## config.mk

```make
export PLATFORM = sky130hd
export DESIGN_NAME = cam_lookup_arbiter_flat
export DESIGN_NICKNAME = d
export VERILOG_FILES = /design/src/rtl/cam_lookup_arbiter_if.sv /design/src/rtl/cam_lookup_arbiter.sv /design/src/flat_wrapper.sv
export SDC_FILE = /design/constraint.sdc
export NUM_CORES = 1
export LEC_CHECK = 0
export CAP_MARGIN = 20
export CORE_AREA = 2 2 141 143
export DETAILED_ROUTE_END_ITERATION = 10
export DIE_AREA = 0 0 143 145
export PLACE_DENSITY = 0.6
export SETUP_SLACK_MARGIN = 0.15
export SYNTH_ARGS = -nofsm -noshare
export SYNTH_HDL_FRONTEND = slang
export SYNTH_SLANG_ARGS = --single-unit
export TNS_END_PERCENT = 20
```

## constraint.sdc

```tcl
create_clock -name clk -period 2.8 [get_ports clk]
set_input_delay 0.28 -clock clk [delete_from_list [all_inputs] [get_ports clk]]
set_output_delay 0.28 -clock clk [all_outputs]
set_load 0.01 [all_outputs]
```

## src/rtl/cam_lookup_arbiter_if.sv

```systemverilog
// Handshake bundle between the lookup arbiter, its two requesters and the session CAM.
// master = arbiter side, slave = requesters plus CAM side.
interface cam_lookup_arbiter_if;
    logic        rx_req_valid;
    logic        rx_req_ready;
    logic [95:0] rx_req_key;
    logic        tx_req_valid;
    logic        tx_req_ready;
    logic [95:0] tx_req_key;

    logic        rx_rsp_valid;
    logic        rx_rsp_ready;
    logic        rx_rsp_hit;
    logic [13:0] rx_rsp_sid;
    logic        tx_rsp_valid;
    logic        tx_rsp_ready;
    logic        tx_rsp_hit;
    logic [13:0] tx_rsp_sid;

    logic        cam_req_valid;
    logic        cam_req_ready;
    logic [97:0] cam_req_dout;
    logic        cam_rsp_valid;
    logic        cam_rsp_ready;
    logic [15:0] cam_rsp_din;

    modport master (
        input  rx_req_valid, rx_req_key, tx_req_valid, tx_req_key,
        input  rx_rsp_ready, tx_rsp_ready,
        input  cam_req_ready, cam_rsp_valid, cam_rsp_din,
        output rx_req_ready, tx_req_ready,
        output rx_rsp_valid, rx_rsp_hit, rx_rsp_sid,
        output tx_rsp_valid, tx_rsp_hit, tx_rsp_sid,
        output cam_req_valid, cam_req_dout, cam_rsp_ready
    );

    modport slave (
        output rx_req_valid, rx_req_key, tx_req_valid, tx_req_key,
        output rx_rsp_ready, tx_rsp_ready,
        output cam_req_ready, cam_rsp_valid, cam_rsp_din,
        input  rx_req_ready, tx_req_ready,
        input  rx_rsp_valid, rx_rsp_hit, rx_rsp_sid,
        input  tx_rsp_valid, tx_rsp_hit, tx_rsp_sid,
        input  cam_req_valid, cam_req_dout, cam_rsp_ready
    );
endinterface

```

## src/rtl/cam_lookup_arbiter.sv

```systemverilog
// Round-robin sharing of the session-CAM lookup port between RX (src 0) and TX_APP (src 1).
// Define CAM_ARB_STATS_EN to add per-source hit/miss counters with a synchronous clear.
module cam_lookup_arbiter #(
    parameter int MAX_OUTSTANDING = 4,
    parameter int CNT_W           = 4
) (
    input  logic                 clk,
    input  logic                 rst_n,
    input  logic                 cam_ready,
    cam_lookup_arbiter_if.master bus,
    output logic [CNT_W-1:0]     rx_outstanding,
    output logic [CNT_W-1:0]     tx_outstanding,
    output logic                 err_unexp_rsp
`ifdef CAM_ARB_STATS_EN
    ,
    input  logic                 stats_clr,
    output logic [31:0]          rx_hit_cnt,
    output logic [31:0]          rx_miss_cnt,
    output logic [31:0]          tx_hit_cnt,
    output logic [31:0]          tx_miss_cnt
`endif
);
    typedef enum logic {SRC_RX = 1'b0, SRC_TX = 1'b1} src_e;

    localparam logic [CNT_W-1:0] MAX_CNT = CNT_W'(MAX_OUTSTANDING);

    src_e        last_q, last_d;
    logic        slot_valid_q;
    logic [97:0] slot_data_q;
    logic        slot_free, rx_elig, tx_elig;
    logic        grant_rx, grant_tx;
    logic        rsp_src, rsp_fire;
    logic        rx_dec, tx_dec;

    always_ff @(posedge clk or negedge rst_n) begin
        if (!rst_n) last_q <= SRC_TX;
        else        last_q <= last_d;
    end

    always_comb begin
        // NOTE: every signal driven here gets a default first, so no branch leaves it unassigned and no latch is inferred.
        grant_rx  = 1'b0;
        grant_tx  = 1'b0;
        last_d    = last_q;
        slot_free = !slot_valid_q || bus.cam_req_ready;
        rx_elig   = bus.rx_req_valid && (rx_outstanding < MAX_CNT) && cam_ready && slot_free;
        tx_elig   = bus.tx_req_valid && (tx_outstanding < MAX_CNT) && cam_ready && slot_free;
        if (rx_elig && (!tx_elig || last_q == SRC_TX)) begin
            grant_rx = 1'b1;
            last_d   = SRC_RX;
        end else if (tx_elig) begin
            grant_tx = 1'b1;
            last_d   = SRC_TX;
        end
    end

    assign bus.rx_req_ready  = grant_rx;
    assign bus.tx_req_ready  = grant_tx;
    assign bus.cam_req_valid = slot_valid_q;
    assign bus.cam_req_dout  = slot_data_q;

    // Responses are steered purely by the source bit the CAM echoes back.
    assign rsp_src           = bus.cam_rsp_din[0];
    assign bus.rx_rsp_valid  = bus.cam_rsp_valid && !rsp_src;
    assign bus.tx_rsp_valid  = bus.cam_rsp_valid && rsp_src;
    assign bus.rx_rsp_hit    = bus.cam_rsp_din[15];
    assign bus.tx_rsp_hit    = bus.cam_rsp_din[15];
    assign bus.rx_rsp_sid    = bus.cam_rsp_din[14:1];
    assign bus.tx_rsp_sid    = bus.cam_rsp_din[14:1];
    assign bus.cam_rsp_ready = rsp_src ? bus.tx_rsp_ready : bus.rx_rsp_ready;

    assign rsp_fire = bus.cam_rsp_valid && bus.cam_rsp_ready;
    assign rx_dec   = rsp_fire && !rsp_src;
    assign tx_dec   = rsp_fire && rsp_src;

    always_ff @(posedge clk or negedge rst_n) begin
        if (!rst_n) begin
            slot_valid_q   <= 1'b0;
            slot_data_q    <= '0;
            rx_outstanding <= '0;
            tx_outstanding <= '0;
            err_unexp_rsp  <= 1'b0;
        end else begin
            // NOTE: state registers use non-blocking assignments so each one samples the pre-edge values of the others.
            if (grant_rx || grant_tx) begin
                slot_valid_q <= 1'b1;
                slot_data_q  <= {1'b0, (grant_tx ? bus.tx_req_key : bus.rx_req_key), grant_tx};
            end else if (bus.cam_req_ready) begin
                slot_valid_q <= 1'b0;
            end

            if (grant_rx && !rx_dec)
                rx_outstanding <= rx_outstanding + CNT_W'(1);
            else if (rx_dec && !grant_rx && rx_outstanding != '0)
                rx_outstanding <= rx_outstanding - CNT_W'(1);

            if (grant_tx && !tx_dec)
                tx_outstanding <= tx_outstanding + CNT_W'(1);
            else if (tx_dec && !grant_tx && tx_outstanding != '0)
                tx_outstanding <= tx_outstanding - CNT_W'(1);

            // A response with nothing in flight for its source is a CAM or integration bug.
            if ((rx_dec && !grant_rx && rx_outstanding == '0) ||
                (tx_dec && !grant_tx && tx_outstanding == '0))
                err_unexp_rsp <= 1'b1;
        end
    end

`ifdef CAM_ARB_STATS_EN
    always_ff @(posedge clk or negedge rst_n) begin
        if (!rst_n || stats_clr) begin
            rx_hit_cnt  <= '0;
            rx_miss_cnt <= '0;
            tx_hit_cnt  <= '0;
            tx_miss_cnt <= '0;
        end else if (rsp_fire) begin
            case ({rsp_src, bus.cam_rsp_din[15]})
                2'b01:   rx_hit_cnt  <= rx_hit_cnt + 32'd1;
                2'b00:   rx_miss_cnt <= rx_miss_cnt + 32'd1;
                2'b11:   tx_hit_cnt  <= tx_hit_cnt + 32'd1;
                default: tx_miss_cnt <= tx_miss_cnt + 32'd1;
            endcase
        end
    end
`endif
endmodule

```

## src/flat_wrapper.sv

```systemverilog
// flat-port wrapper written by rule: the top's interface ports become plain ports
module cam_lookup_arbiter_flat 
#(
    parameter int MAX_OUTSTANDING = 4,
    parameter int CNT_W           = 4
)
  (clk, rst_n, cam_ready, rx_outstanding, tx_outstanding, err_unexp_rsp, bus_rx_req_valid, bus_rx_req_key, bus_tx_req_valid, bus_tx_req_key, bus_rx_rsp_ready, bus_tx_rsp_ready, bus_cam_req_ready, bus_cam_rsp_valid, bus_cam_rsp_din, bus_rx_req_ready, bus_tx_req_ready, bus_rx_rsp_valid, bus_rx_rsp_hit, bus_rx_rsp_sid, bus_tx_rsp_valid, bus_tx_rsp_hit, bus_tx_rsp_sid, bus_cam_req_valid, bus_cam_req_dout, bus_cam_rsp_ready);
  cam_lookup_arbiter_if bus_i ();
  input  logic clk;
  input  logic rst_n;
  input  logic cam_ready;
  output logic [CNT_W-1:0] rx_outstanding;
  output logic [CNT_W-1:0] tx_outstanding;
  output logic err_unexp_rsp;
  input wire logic [$bits(bus_i.rx_req_valid)-1:0] bus_rx_req_valid;
  input wire logic [$bits(bus_i.rx_req_key)-1:0] bus_rx_req_key;
  input wire logic [$bits(bus_i.tx_req_valid)-1:0] bus_tx_req_valid;
  input wire logic [$bits(bus_i.tx_req_key)-1:0] bus_tx_req_key;
  input wire logic [$bits(bus_i.rx_rsp_ready)-1:0] bus_rx_rsp_ready;
  input wire logic [$bits(bus_i.tx_rsp_ready)-1:0] bus_tx_rsp_ready;
  input wire logic [$bits(bus_i.cam_req_ready)-1:0] bus_cam_req_ready;
  input wire logic [$bits(bus_i.cam_rsp_valid)-1:0] bus_cam_rsp_valid;
  input wire logic [$bits(bus_i.cam_rsp_din)-1:0] bus_cam_rsp_din;
  output wire logic [$bits(bus_i.rx_req_ready)-1:0] bus_rx_req_ready;
  output wire logic [$bits(bus_i.tx_req_ready)-1:0] bus_tx_req_ready;
  output wire logic [$bits(bus_i.rx_rsp_valid)-1:0] bus_rx_rsp_valid;
  output wire logic [$bits(bus_i.rx_rsp_hit)-1:0] bus_rx_rsp_hit;
  output wire logic [$bits(bus_i.rx_rsp_sid)-1:0] bus_rx_rsp_sid;
  output wire logic [$bits(bus_i.tx_rsp_valid)-1:0] bus_tx_rsp_valid;
  output wire logic [$bits(bus_i.tx_rsp_hit)-1:0] bus_tx_rsp_hit;
  output wire logic [$bits(bus_i.tx_rsp_sid)-1:0] bus_tx_rsp_sid;
  output wire logic [$bits(bus_i.cam_req_valid)-1:0] bus_cam_req_valid;
  output wire logic [$bits(bus_i.cam_req_dout)-1:0] bus_cam_req_dout;
  output wire logic [$bits(bus_i.cam_rsp_ready)-1:0] bus_cam_rsp_ready;
  assign bus_i.rx_req_valid = bus_rx_req_valid;
  assign bus_i.rx_req_key = bus_rx_req_key;
  assign bus_i.tx_req_valid = bus_tx_req_valid;
  assign bus_i.tx_req_key = bus_tx_req_key;
  assign bus_i.rx_rsp_ready = bus_rx_rsp_ready;
  assign bus_i.tx_rsp_ready = bus_tx_rsp_ready;
  assign bus_i.cam_req_ready = bus_cam_req_ready;
  assign bus_i.cam_rsp_valid = bus_cam_rsp_valid;
  assign bus_i.cam_rsp_din = bus_cam_rsp_din;
  assign bus_rx_req_ready = bus_i.rx_req_ready;
  assign bus_tx_req_ready = bus_i.tx_req_ready;
  assign bus_rx_rsp_valid = bus_i.rx_rsp_valid;
  assign bus_rx_rsp_hit = bus_i.rx_rsp_hit;
  assign bus_rx_rsp_sid = bus_i.rx_rsp_sid;
  assign bus_tx_rsp_valid = bus_i.tx_rsp_valid;
  assign bus_tx_rsp_hit = bus_i.tx_rsp_hit;
  assign bus_tx_rsp_sid = bus_i.tx_rsp_sid;
  assign bus_cam_req_valid = bus_i.cam_req_valid;
  assign bus_cam_req_dout = bus_i.cam_req_dout;
  assign bus_cam_rsp_ready = bus_i.cam_rsp_ready;
  cam_lookup_arbiter #(.MAX_OUTSTANDING(MAX_OUTSTANDING), .CNT_W(CNT_W)) u_core (.clk(clk), .rst_n(rst_n), .cam_ready(cam_ready), .bus(bus_i), .rx_outstanding(rx_outstanding), .tx_outstanding(tx_outstanding), .err_unexp_rsp(err_unexp_rsp));
endmodule
```

==> reports/metrics.csv <==
metric,value,unit
outcome,finished clean,
syn_area,4910,um2
fp.coreArea,19200,um2
maxSlewHeadroom,0.447,
vias_per_cell,4.42,
clk_latency,350,ps
yosysWarnings,0,
start_util,0.256,
cts_hold_buf,1,
drt_iter0_drc,166,
crit_path_end,bus_tx_req_ready,
r2r_end,u_core.tx_outstanding[3],
dieArea,20700,um2
clkPwrFrac,0.159,
clkSinkCount,108,
p_switching,2.76,mW
grt_pass1_vias,4697,
grt_max_degree,101,
drcViolationCount,0,
vias,4679,
cts_tree,done,
portBuffers,313,
cp_num_cells,5,
io_pins,360,
p_comb_frac,0.488,
layout-drive-gt1-share,0.0530,
required,2520,ps
vdd_ir_drop_max,0.000396,V
maxCapViolations,0,
cts_buffers,9,
cts_htree_levels,3,
netlist_instances,518,
post-route-min-period,2340,ps
synth_seq_cells,108,
grt_antenna_before_repair,0,
setup_viol,0,
grt_usage,0.161,
skew,7.89,ps
regToRegSetupSlack,490,ps
synthToLayoutAreaGrowth,70.8,%
worst_pin_slew,829,ps
cts_resized,0,
path_buf_inv,2,
yosysSeqAreaShare,0.550,
grt_overflow,0,
slowest_stage,clkdlybuf4s50_1,
diodes,0,
ant_nets,0,
grt_pass1_wl,26100,um
worstPathMaxFanout,5,
hold_violations,0,
timing.fmax,427,MHz
place.gp.congestion,0.759,
ff2ff_path_depth,11,
post_drt_wl_per_cell,16.1,um
nNetsFinal,1011,
p_sw_frac,0.346,
path_class,reg -> out,
cts.reportedPaths.clkPinSlew,80,ps
cp-end-kind,output pin,
power,7.99,mW
maxSlewViolCount,0,
rr_startpoint,u_core.tx_outstanding[2],
pwr-share-seq,0.352,
crit_path_start_kind,register,
drt_wl_total,17000,um
fp.dieW,143,um
crit_path_start,u_core.tx_outstanding[2],
cp_cell_sequence,nor2_1 -> nand4_1 -> a21o_4 -> inv_2 -> clkdlybuf4s50_1,
worst-endpoint-arrival,2060,ps
fillers,1904,
cts_buffer_depth,2,
whs,487,ps
period_share,0.837,
path_delay_family,buffers and inverters,
die_h,145,um
crit_path_max_incr_delay,630,ps
hold_class,in -> async,
p_leak,3.33,nW
clockRootBuffer,clkbuf_16,
hpwl,12000,um
first_pass_iters,4,
yosysUniqueCellTypes,39,
post_cts.repair.setup_buffers,0,
tns,0,ps
row_count,51,
avgSynthCellArea,9.49,um2
p_int,5.22,mW
syn-num-nets,741,
p_per_area,951,nW/um2
rsz0062_at_grt,no,
-- synthesized netlist by cell type --
| cell | n | share of area |
|---|---|---|
| a2111oi_0 | 1 | 0.0018 |
| a21bo_4 | 1 | 0.0033 |
| a21o_1 | 3 | 0.0046 |
| a21oi_1 | 2 | 0.0020 |
| a311o_1 | 1 | 0.0020 |
| a31o_2 | 1 | 0.0018 |
| and2_1 | 1 | 0.0013 |
| and3_1 | 1 | 0.0013 |
| and4_1 | 1 | 0.0018 |
| buf_1 | 6 | 0.0046 |
| buf_2 | 23 | 0.023 |
| buf_4 | 32 | 0.049 |
| buf_6 | 3 | 0.0069 |
| conb_1 | 1 | 0.00076 |
| dfrtp_1 | 107 | 0.54 |
| dfstp_2 | 1 | 0.0053 |
| fa_1 | 2 | 0.0081 |
| ha_1 | 4 | 0.010 |
| inv_1 | 3 | 0.0023 |
| mux2_2 | 3 | 0.0069 |
| mux2_4 | 2 | 0.0061 |
| mux2i_2 | 1 | 0.0028 |
| nand2_1 | 4 | 0.0031 |
| nand2_2 | 1 | 0.0013 |
| nand2b_1 | 2 | 0.0025 |
| nand2b_4 | 1 | 0.0028 |
| nand3_1 | 2 | 0.0020 |
| nand3b_1 | 1 | 0.0015 |
| nand4_1 | 2 | 0.0025 |
| nor2_1 | 195 | 0.15 |
| nor2b_1 | 2 | 0.0025 |
| nor2b_4 | 1 | 0.0028 |
| nor3_1 | 1 | 0.0010 |
| nor4_1 | 1 | 0.0013 |
| o21ai_0 | 1 | 0.0010 |
| o22ai_1 | 97 | 0.12 |
| or4_1 | 1 | 0.0015 |
| xnor2_1 | 1 | 0.0018 |
| xor2_1 | 5 | 0.0089 |
-- worst min-delay path by stage --
stage,endpoint
after floorplan,u_core.bus.cam_req_dout[0]
after global placement,u_core.bus.cam_req_dout[44]
after detailed placement,u_core.bus.cam_req_dout[44]
after CTS,u_core.bus.cam_req_dout[48]
after global routing,u_core.bus.cam_req_dout[66]
final,u_core.bus.cam_req_dout[44]
-- kinds of logic (layout without fill, tap and decap cells) --
kind of cell / after synthesis / count (layout) / share of synthesized area
DFF: 108 / 108 / 0.550
muxes: 6 / 6 / 0.0158
other: 1 / 1 / 0.000763
buffers and inverters: 67 / 342 / 0.0860
AOI/OAI and AO/OA: 107 / 107 / 0.140
xor gates and xnor gates: 6 / 6 / 0.0107
and+or+nand+nor: 217 / 217 / 0.178
adders and majority gates: 6 / 6 / 0.0183
-- power by group through the flow --
stage                     Combinational [mW]  Sequential [mW]  Clock (mW)
after global routing                    4.25             2.92        1.38
after global placement                  3.94             2.84           0
after detailed placement                3.96             2.84           0
after floorplan                         1.41             3.16           0
after CTS                               3.97             2.83        1.33
final                                   3.90             2.81        1.27
-- layout make-up --
type / instances / area (um2) / area share
clock buffer: 12 / 256 / 0.0306
clock inverter: 4 / 32.5 / 0.00387
inverter: 3 / 11.3 / 0.00134
multi-input combinational: 343 / 1810 / 0.216
sequential: 108 / 2700 / 0.322
tap: 265 / 332 / 0.0395
timing repair buffer: 323 / 3250 / 0.387
-- placed cells by master (no fill, tap or decap), types with 2 or more instances in the layout --
cell type	synthesis	final
nand4_1	2	2
inv_1	3	2
buf_4	32	7
buf_12	0	3
ha_1	4	4
clkinvlp_4	0	2
nand3_1	2	2
dfrtp_1	107	107
fa_1	2	2
nand2_1	4	3
nor2_1	195	195
clkdlybuf4s50_1	0	312
nand2b_4	1	2
nor2b_1	2	2
clkbuf_16	0	9
a21o_1	3	2
o22ai_1	97	97
clkbuf_8	0	2
mux2_2	3	3
xor2_1	5	5
mux2_4	2	2
-- through the flow --
step                       util  setup slack (ps)  cell area [um2]  cells
after global routing      0.437               158             8400   1058
final                     0.437               456             8400   1058
after global placement    0.422               241             8100   1041
after detailed placement  0.422               225             8100   1041
after CTS                 0.437               379             8400   1058
after floorplan               -               159             4920    518
-- state kept, by name, indices dropped and copies added, names as in the netlist --
signal,flops
u_core.bus.cam_req_valid,1
u_core.err_unexp_rsp,1
u_core.last_q,1
u_core.bus.cam_req_dout,97
u_core.rx_outstanding,4
u_core.tx_outstanding,4
-- metal layers --
metal  up-vias  track usage  wire length (um)  share of wire
met3        34       0.0488              1440          0.084
met5         -            0                 0              0
met1      2180        0.190              6920           0.41
li1       2282            -                 -              -
met2       183        0.270              8180           0.48
met4         0       0.0644               505          0.030
-- worst reg2reg max path, delay by kind of cell, from the launching register on --
kind,cells,cell delay (ps)
AOI/OAI and AO/OA,5,860
DFF,1,450
and+or+nand+nor,3,410
adders and majority gates,1,280
xor gates and xnor gates,1,130
buffers and inverters,1,70
Note: power is estimated with default switching activity, not from simulation.
